### src/rtl/pattern_det_arb.sv
// Two-requester round-robin arbiter that time-shares one serial pattern detector
// and keeps a saturating match count per requester.
module pattern_det_arb #(
   parameter int CNT_W     = 8,
   parameter int MAX_BEATS = 1023
) (
   input  logic             clk,
   input  logic             rst,
   input  logic [1:0]       req_i,
   input  logic [1:0]       data_i,
   input  logic [1:0]       valid_i,
   input  logic [1:0]       last_i,
   input  logic             clr_i,
   input  logic             det_pattern_i,
   output logic [1:0]       gnt_o,
   output logic             det_rst_o,
   output logic             det_data_o,
   output logic             det_valid_o,
   output logic [CNT_W-1:0] match_cnt0_o,
   output logic [CNT_W-1:0] match_cnt1_o,
   output logic             busy_o
);

   localparam int BEAT_W = $clog2(MAX_BEATS + 1);
   localparam logic [BEAT_W-1:0] BEAT_LAST = BEAT_W'(MAX_BEATS - 1);

   typedef enum logic [1:0] {IDLE, FLUSH, GRANT, DRAIN} state_t;

   state_t            state_q, state_d;
   logic              rr_q, rr_d;
   logic              owner_q, owner_d;
   logic [BEAT_W-1:0] beat_q, beat_d;
   logic [CNT_W-1:0]  cnt0_q, cnt0_d;
   logic [CNT_W-1:0]  cnt1_q, cnt1_d;

   // With both requesting, the pointer decides; otherwise the lone requester wins.
   function automatic logic pick(input logic [1:0] req, input logic rr);
      pick = (req == 2'b11) ? rr : req[1];
   endfunction

   always_comb begin
      // NOTE: every signal gets a default first so no path leaves it unassigned (no latch).
      state_d = state_q;
      rr_d    = rr_q;
      owner_d = owner_q;
      beat_d  = beat_q;
      case (state_q)
         IDLE: begin
            if (|req_i) begin
               owner_d = pick(req_i, rr_q);
               state_d = FLUSH;
            end
         end
         FLUSH: begin
            beat_d  = '0;
            state_d = GRANT;
         end
         GRANT: begin
            if (valid_i[owner_q]) beat_d = beat_q + BEAT_W'(1);
            if (!req_i[owner_q])
               state_d = DRAIN;
            else if (valid_i[owner_q] && (last_i[owner_q] || beat_q == BEAT_LAST))
               state_d = DRAIN;
         end
         DRAIN: begin
            rr_d = ~owner_q;
            if (|req_i) begin
               owner_d = pick(req_i, ~owner_q);
               state_d = FLUSH;
            end else begin
               state_d = IDLE;
            end
         end
         default: state_d = IDLE;
      endcase
   end

   // Matches are credited during GRANT and the following DRAIN cycle only.
   always_comb begin
      cnt0_d = cnt0_q;
      cnt1_d = cnt1_q;
      if (clr_i) begin
         cnt0_d = '0;
         cnt1_d = '0;
      end else if (det_pattern_i && (state_q == GRANT || state_q == DRAIN)) begin
         if (!owner_q) begin
            if (cnt0_q != '1) cnt0_d = cnt0_q + CNT_W'(1);
         end else begin
            if (cnt1_q != '1) cnt1_d = cnt1_q + CNT_W'(1);
         end
      end
   end

   always_comb begin
      gnt_o       = '0;
      det_data_o  = 1'b0;
      det_valid_o = 1'b0;
      if (state_q == GRANT) begin
         gnt_o[owner_q] = 1'b1;
         det_data_o     = data_i[owner_q];
         det_valid_o    = valid_i[owner_q];
      end
   end

   // The detector is held in reset while rst is high, not only during FLUSH.
   assign det_rst_o    = rst | (state_q == FLUSH);
   assign busy_o       = (state_q != IDLE);
   assign match_cnt0_o = cnt0_q;
   assign match_cnt1_o = cnt1_q;

   // NOTE: state registers use non-blocking assignments so all flops update together.
   always_ff @(posedge clk or posedge rst) begin
      if (rst) begin
         state_q <= IDLE;
         rr_q    <= 1'b0;
         owner_q <= 1'b0;
         beat_q  <= '0;
         cnt0_q  <= '0;
         cnt1_q  <= '0;
      end else begin
         state_q <= state_d;
         rr_q    <= rr_d;
         owner_q <= owner_d;
         beat_q  <= beat_d;
         cnt0_q  <= cnt0_d;
         cnt1_q  <= cnt1_d;
      end
   end

endmodule

### config.mk
export PLATFORM = sky130hd
export DESIGN_NAME = pattern_det_arb
export DESIGN_NICKNAME = d
export VERILOG_FILES = /design/src/rtl/pattern_det_arb.sv
export SDC_FILE = /design/constraint.sdc
export NUM_CORES = 1
export LEC_CHECK = 0
export BUFFER_PORTS_ARGS = -buffer_cell sky130_fd_sc_hd__buf_2
export CORE_ASPECT_RATIO = 2
export CORE_MARGIN = 1
export CORE_UTILIZATION = 37
export DETAILED_ROUTE_END_ITERATION = 7
export PLACE_DENSITY = 0.53
export SLEW_MARGIN = 10
export SYNTH_ARGS = -nofsm -noshare
export SYNTH_HDL_FRONTEND = slang
export SYNTH_SLANG_ARGS = --single-unit
export TNS_END_PERCENT = 10
### constraint.sdc
create_clock -name clk -period 5 [get_ports clk]
set_input_delay 1 -clock clk [delete_from_list [all_inputs] [get_ports clk]]
set_output_delay 1 -clock clk [all_outputs]
set_load 0.02 [all_outputs]
; ---- Word-level counts from Yosys, hierarchy flattened
; Cells that the tools add are included.
[classes]
n_addsub = 3
magnitude_cmp = 2
eq_ne = 12
n_mux = 33
n_bitwise = 2
n_reduce_logical = 19
[ops]
columns = op, n
row1 = 2-to-1 mux 8 bit, 8
row2 = one-hot mux 10 bit (2 select lines), 1
row3 = "adder 8 x 1 -> 8 bit, second input constant", 2
row4 = 2-to-1 mux 1 bit, 16
row5 = "inequality test 8 bit, second input constant", 2
row6 = nonzero test 2 bit, 7
row7 = "adder 10 x 1 -> 10 bit, second input constant", 1
row8 = "== test 10 bit, second input constant", 1
row9 = 2-to-1 mux 10 bit, 1
row10 = AND reduction 3 bit, 3
row11 = 2-to-1 mux 2 bit, 4
row12 = "inequality test 2 bit, second input constant", 4
row13 = one-hot mux 2 bit (4 select lines), 1
row14 = "== test 2 bit, second input constant", 3
row15 = AND reduction 2 bit, 2
row16 = logical AND 1 bit, 3
row17 = "inequality test 3 bit, second input constant", 1
row18 = "== test 2 x 1 -> 1 bit, second input constant", 1
row19 = zero test 2 bit, 1
row20 = logical OR 1 bit, 2
row21 = "< comparator 1 x 2 -> 1 bit, second input constant", 1
row22 = one-hot mux 1 bit (2 select lines), 1
row23 = OR reduction 2 bit, 1
row24 = demux 1 bit (select 1 bit), 1
row25 = 3 further kinds, 3
[word_totals]
regBits = 30
out_inout_bits = 22
elab_cells = 77

; ---- Depth between registers and ports, before layout
[logic_depth]
depth_word = 7
mapped_depth = 7
mapped_depth_nobuf = 6

; ---- Worst setup path before layout
; No wires, ideal clock.
[synth_timing]
path_kind = in2out
start = in valid_i[0]
end = out det_valid_o
t_arrival_ns = 1.489
required_ns = 4.000
slack_ns = 2.511
cell_stages = 3
path_buffers = 0
path_cell_list = mux2_4 -> nand2_1 -> inv_1
[synth_between]
elab_chain_cells = 3
[synth_lines]
columns = element, line_no
row1 = start: declaration, 11  ; input logic [1:0] valid_i,
row2 = 2-to-1 mux 1 bit (implied by the code) (2 in series), 101  ; det_valid_o = valid_i[owner_q];
row3 = 2-to-1 mux 1 bit, 98  ; if (state_q == GRANT) begin
row4 = end: declaration, 18  ; output logic det_valid_o,
; Every way passes these cells. The select of a mux whose other input is x is not followed.

; ---- Worst setup path after layout
[layout_timing]
start = reg state_q[0]
end = out det_valid_o
[layout_between]
elab_chain_cells = 2
[layout_lines]
columns = element, line_no
row1 = start: declaration, 29  ; state_t state_q, state_d;
row2 = start signal: assignment, 121  ; state_q <= state_d;
row3 = == test 2 bit, 98
row4 = 2-to-1 mux 1 bit, 98
; Every way passes these cells.

==> results by group <==
Yosys
  • Yosys cell types: 55
  • Primary FF master, synth: dfrtp_1
  • Synthesized flop and latch total: 30
  • Sequential share of the synthesized area: between 30% and 40%
  • Mapped cell area: 1889 um^2
  • Area leader, netlist: dfrtp_1
  • Post-synthesis net count: between 200 and 250
  • Avg Inst Size Synth: slightly below 10 um^2
  • Most frequent cells after synthesis: dfrtp_1 (30), inv_1 (17), nor2_1 (12), a21oi_1 (10)
  • Asr flop ratio synth: 100.0%
  • Top-area cell type share of the netlist area: about two fifths
  • Ys Warns: 0
  • Synth Instances: roughly 190
  • Synth area leaders: dfrtp_1 (40%), ha_1 (6.0%), inv_1 (3.4%), mux2i_1 (3.2%), or4_1 (2.8%)
  • Number of synthesized flops with an enable pin: 0
  • Most common cell in the netlist: dfrtp_1

Place
  • Final Wtd Congestion: roughly 0.74
  • Placed instance count: between 200 and 300
  • Dpl hpwl: slightly below 3000 um
  • IO Port Bufs: 33
  • Pre-CTS WS: 2.258 ns

Finish
  • Nets: 247
  • Layout cells sized above 1: around 25%
  • Total inserted antenna cells: 0
  • Post-Layout Cell Count: 284
  • P&R area growth vs syn: 15.03%

Die
  • Io pins: 34
  • Std-Cell Rows: 36
  • Chip height: approximately 100 um
  • Initial core utilization: between 30 and 40%
  • Core area: between 4000 and 5000 um^2
  • Die Wd: between 50 and 60 um
  • Die ar.: 5413 um^2

Route
  • DRT iter0 DRCs: 16
  • Total wire length: roughly 4200 um
  • Vias/cell: approximately 5.4
  • Drt pass-1 iters: 4
  • Remaining antenna violation count: 0
  • DRC viols: 0
  • Wire per inst: about 15 um
  • Via Count: about 1,500

Timing
  • Fin Setup TNS: 0 ns
  • Slew Viols, Final: 0
  • Fin. Hold Viols: 0
  • Tightest Pin Transition: approximately 1.0 ns
  • Final period demand of the worst path: approximately 2.8 ns
  • Final WS setup: about 2.2 ns
  • Max transition margin: 33.09%
  • Final setup fails: 0
  • RSZ-0062 raised after global routing: false
  • Final period util: between 50% and 60%
  • Clock skew: around 0.0054 ns
  • Max Clk Rate: ~360 MHz

Global routing
  • Initial antenna violation count: 0
  • Pin count of the biggest net entering global routing: 31
  • First-pass GRT wire length: just under 7000 um
  • Grt total ovfl: 0
  • GRT met1 Usage: around 18%
  • Met2 Usage GRT: approximately a third
  • Vias in the first global route: 1,503
  • Gr usage total: between 10% and 20%
  • Met3 usage: roughly 3.5%
  • Gr busiest metal: met2

Clock tree
  • Gates resized, CTS repair: 0
  • Clock Latency Late Sink: roughly 0.28 ns
  • CTS tree: done
  • Hold_buf cts: 0
  • Clock transition at path regs: 0.07 ns
  • Root buffer cell: clkbuf_8
  • Cts bufs inserted: 5
  • CTS H-tree depth: 2
  • Post CTS Setup Buffer Count: 0
  • Number of clock sinks: 30
  • Largest buffer count on any clock path: 2

Setup path
  • CP required: approximately 4.0 ns
  • Worst setup EP type: output pin
  • Crit-path max FO: 13
  • Crit path DAT: between 1.5 and 2 ns
  • Crit Path Category: reg2out
  • CP Launch Point: state_q[0]
  • RR Startpoint: state_q[0]
  • Crit start category: flip-flop

Power
  • Peak VDD IR: about 220 uV
  • Leakage power: between 0.9 and 1 nW
  • Pwr dens: 407.6 nW/um^2

Hold path
  • HP Start: match_cnt0_o[6]
  • Hold Path Class: reg2reg

Status
  • Outcome: completed

Job
  • Max Cap Viol: 0
## registers in the layout (all words and copies together), names as in the netlist
signal	count
match_cnt0_o	8
owner_q	1
match_cnt1_o	8
rr_q	1
state_q	2
beat_q	10
## power breakdown
group	switching [mW]	internal [mW]	leakage, nW
clock network	0.0961	0.111	0.0482
logic	0.199	0.140	0.513
registers	0.0603	0.279	0.406
total	0.356	0.530	0.967
## through the flow
step / total power, mW / utilization, % / area (um^2) / hold WS [ns]
floorplan: 0.6123 / - / 1889 / 0.5110
global placement: 0.6896 / 42.41 / 2082 / 0.5034
detailed placement: 0.6878 / 42.41 / 2082 / 0.5033
CTS: 0.9008 / 44.27 / 2173 / 0.5143
global route: 0.9561 / 44.27 / 2173 / 0.5255
finish: 0.8859 / 44.27 / 2173 / 0.5138
## path summary, 6_finish.rpt
path / endpoint / depth (start not counted) / slack, ns
worst max-delay path: det_valid_o / 5 / 2.22
worst min-delay path: match_cnt0_o[6] / 1 / 0.51
worst max register to register: beat_q[5] / 6 / 2.52
worst min register to register: match_cnt0_o[6] / 1 / 0.51
max in group asynchronous: match_cnt1_o[1] / 3 / 3.91
min in group asynchronous: beat_q[2] / 3 / 0.79
## kinds of logic after synthesis
| group | after synthesis | synth area share [%] |
|---|---|---|
| and+or+nand+nor | 66 | 20.26 |
| AOI/OAI and AO/OA | 45 | 18.48 |
| muxes | 10 | 5.761 |
| DFF | 30 | 39.74 |
| adders and majority gates | 9 | 5.960 |
| xor gates and xnor gates | 8 | 3.709 |
| buffers and inverters | 24 | 6.092 |
## critical path: stages, from the launching register on
cell	delay [ns]
dfrtp_1	0.43
inv_1	0.14
ha_1	0.50
nand2_1	0.19
inv_1	0.09
buf_2	0.16
## final cells by class
class,instances,area (um^2)
fillers,501,2736
flip-flops and latches,30,750.7
clock buffers,7,86.33
repair buffers,34,172.7
multi-input cells,138,1023
well taps,57,71.32
inverters,17,63.81
clock inverters,1,5.005
## cell usage in the layout (no fill, tap or decap), drive strengths merged, types with 2 or more instances in the layout
cell type  netlist  final
nor4             3      3
ha               9      9
o31ai            6      6
mux2             4      4
mux2i            6      6
and4             2      2
nor2b            4      4
o41ai            2      2
nand4            4      4
nand3            9      9
a2111oi          2      2
and2             2      2
a21oi           11     11
nor4b            2      2
nand3b           3      3
buf              4     34
o211ai           2      2
xor2             3      3
dfrtp           30     30
o21ai            9      9
xnor2            5      5
or2              2      2
nand2            9      9
a211oi           2      2
or4              7      7
inv             17     17
clkbuf           3      7
nor2            12     12
## metal layers
| metal | wire (um) | up-vias |
|---|---|---|
| li1 | - | 765 |
| met5 | 0 | - |
| met1 | 1750 | 730 |
| met4 | 72 | 0 |
| met2 | 2191 | 34 |
| met3 | 137 | 5 |
(Power assumes the default switching activity.)
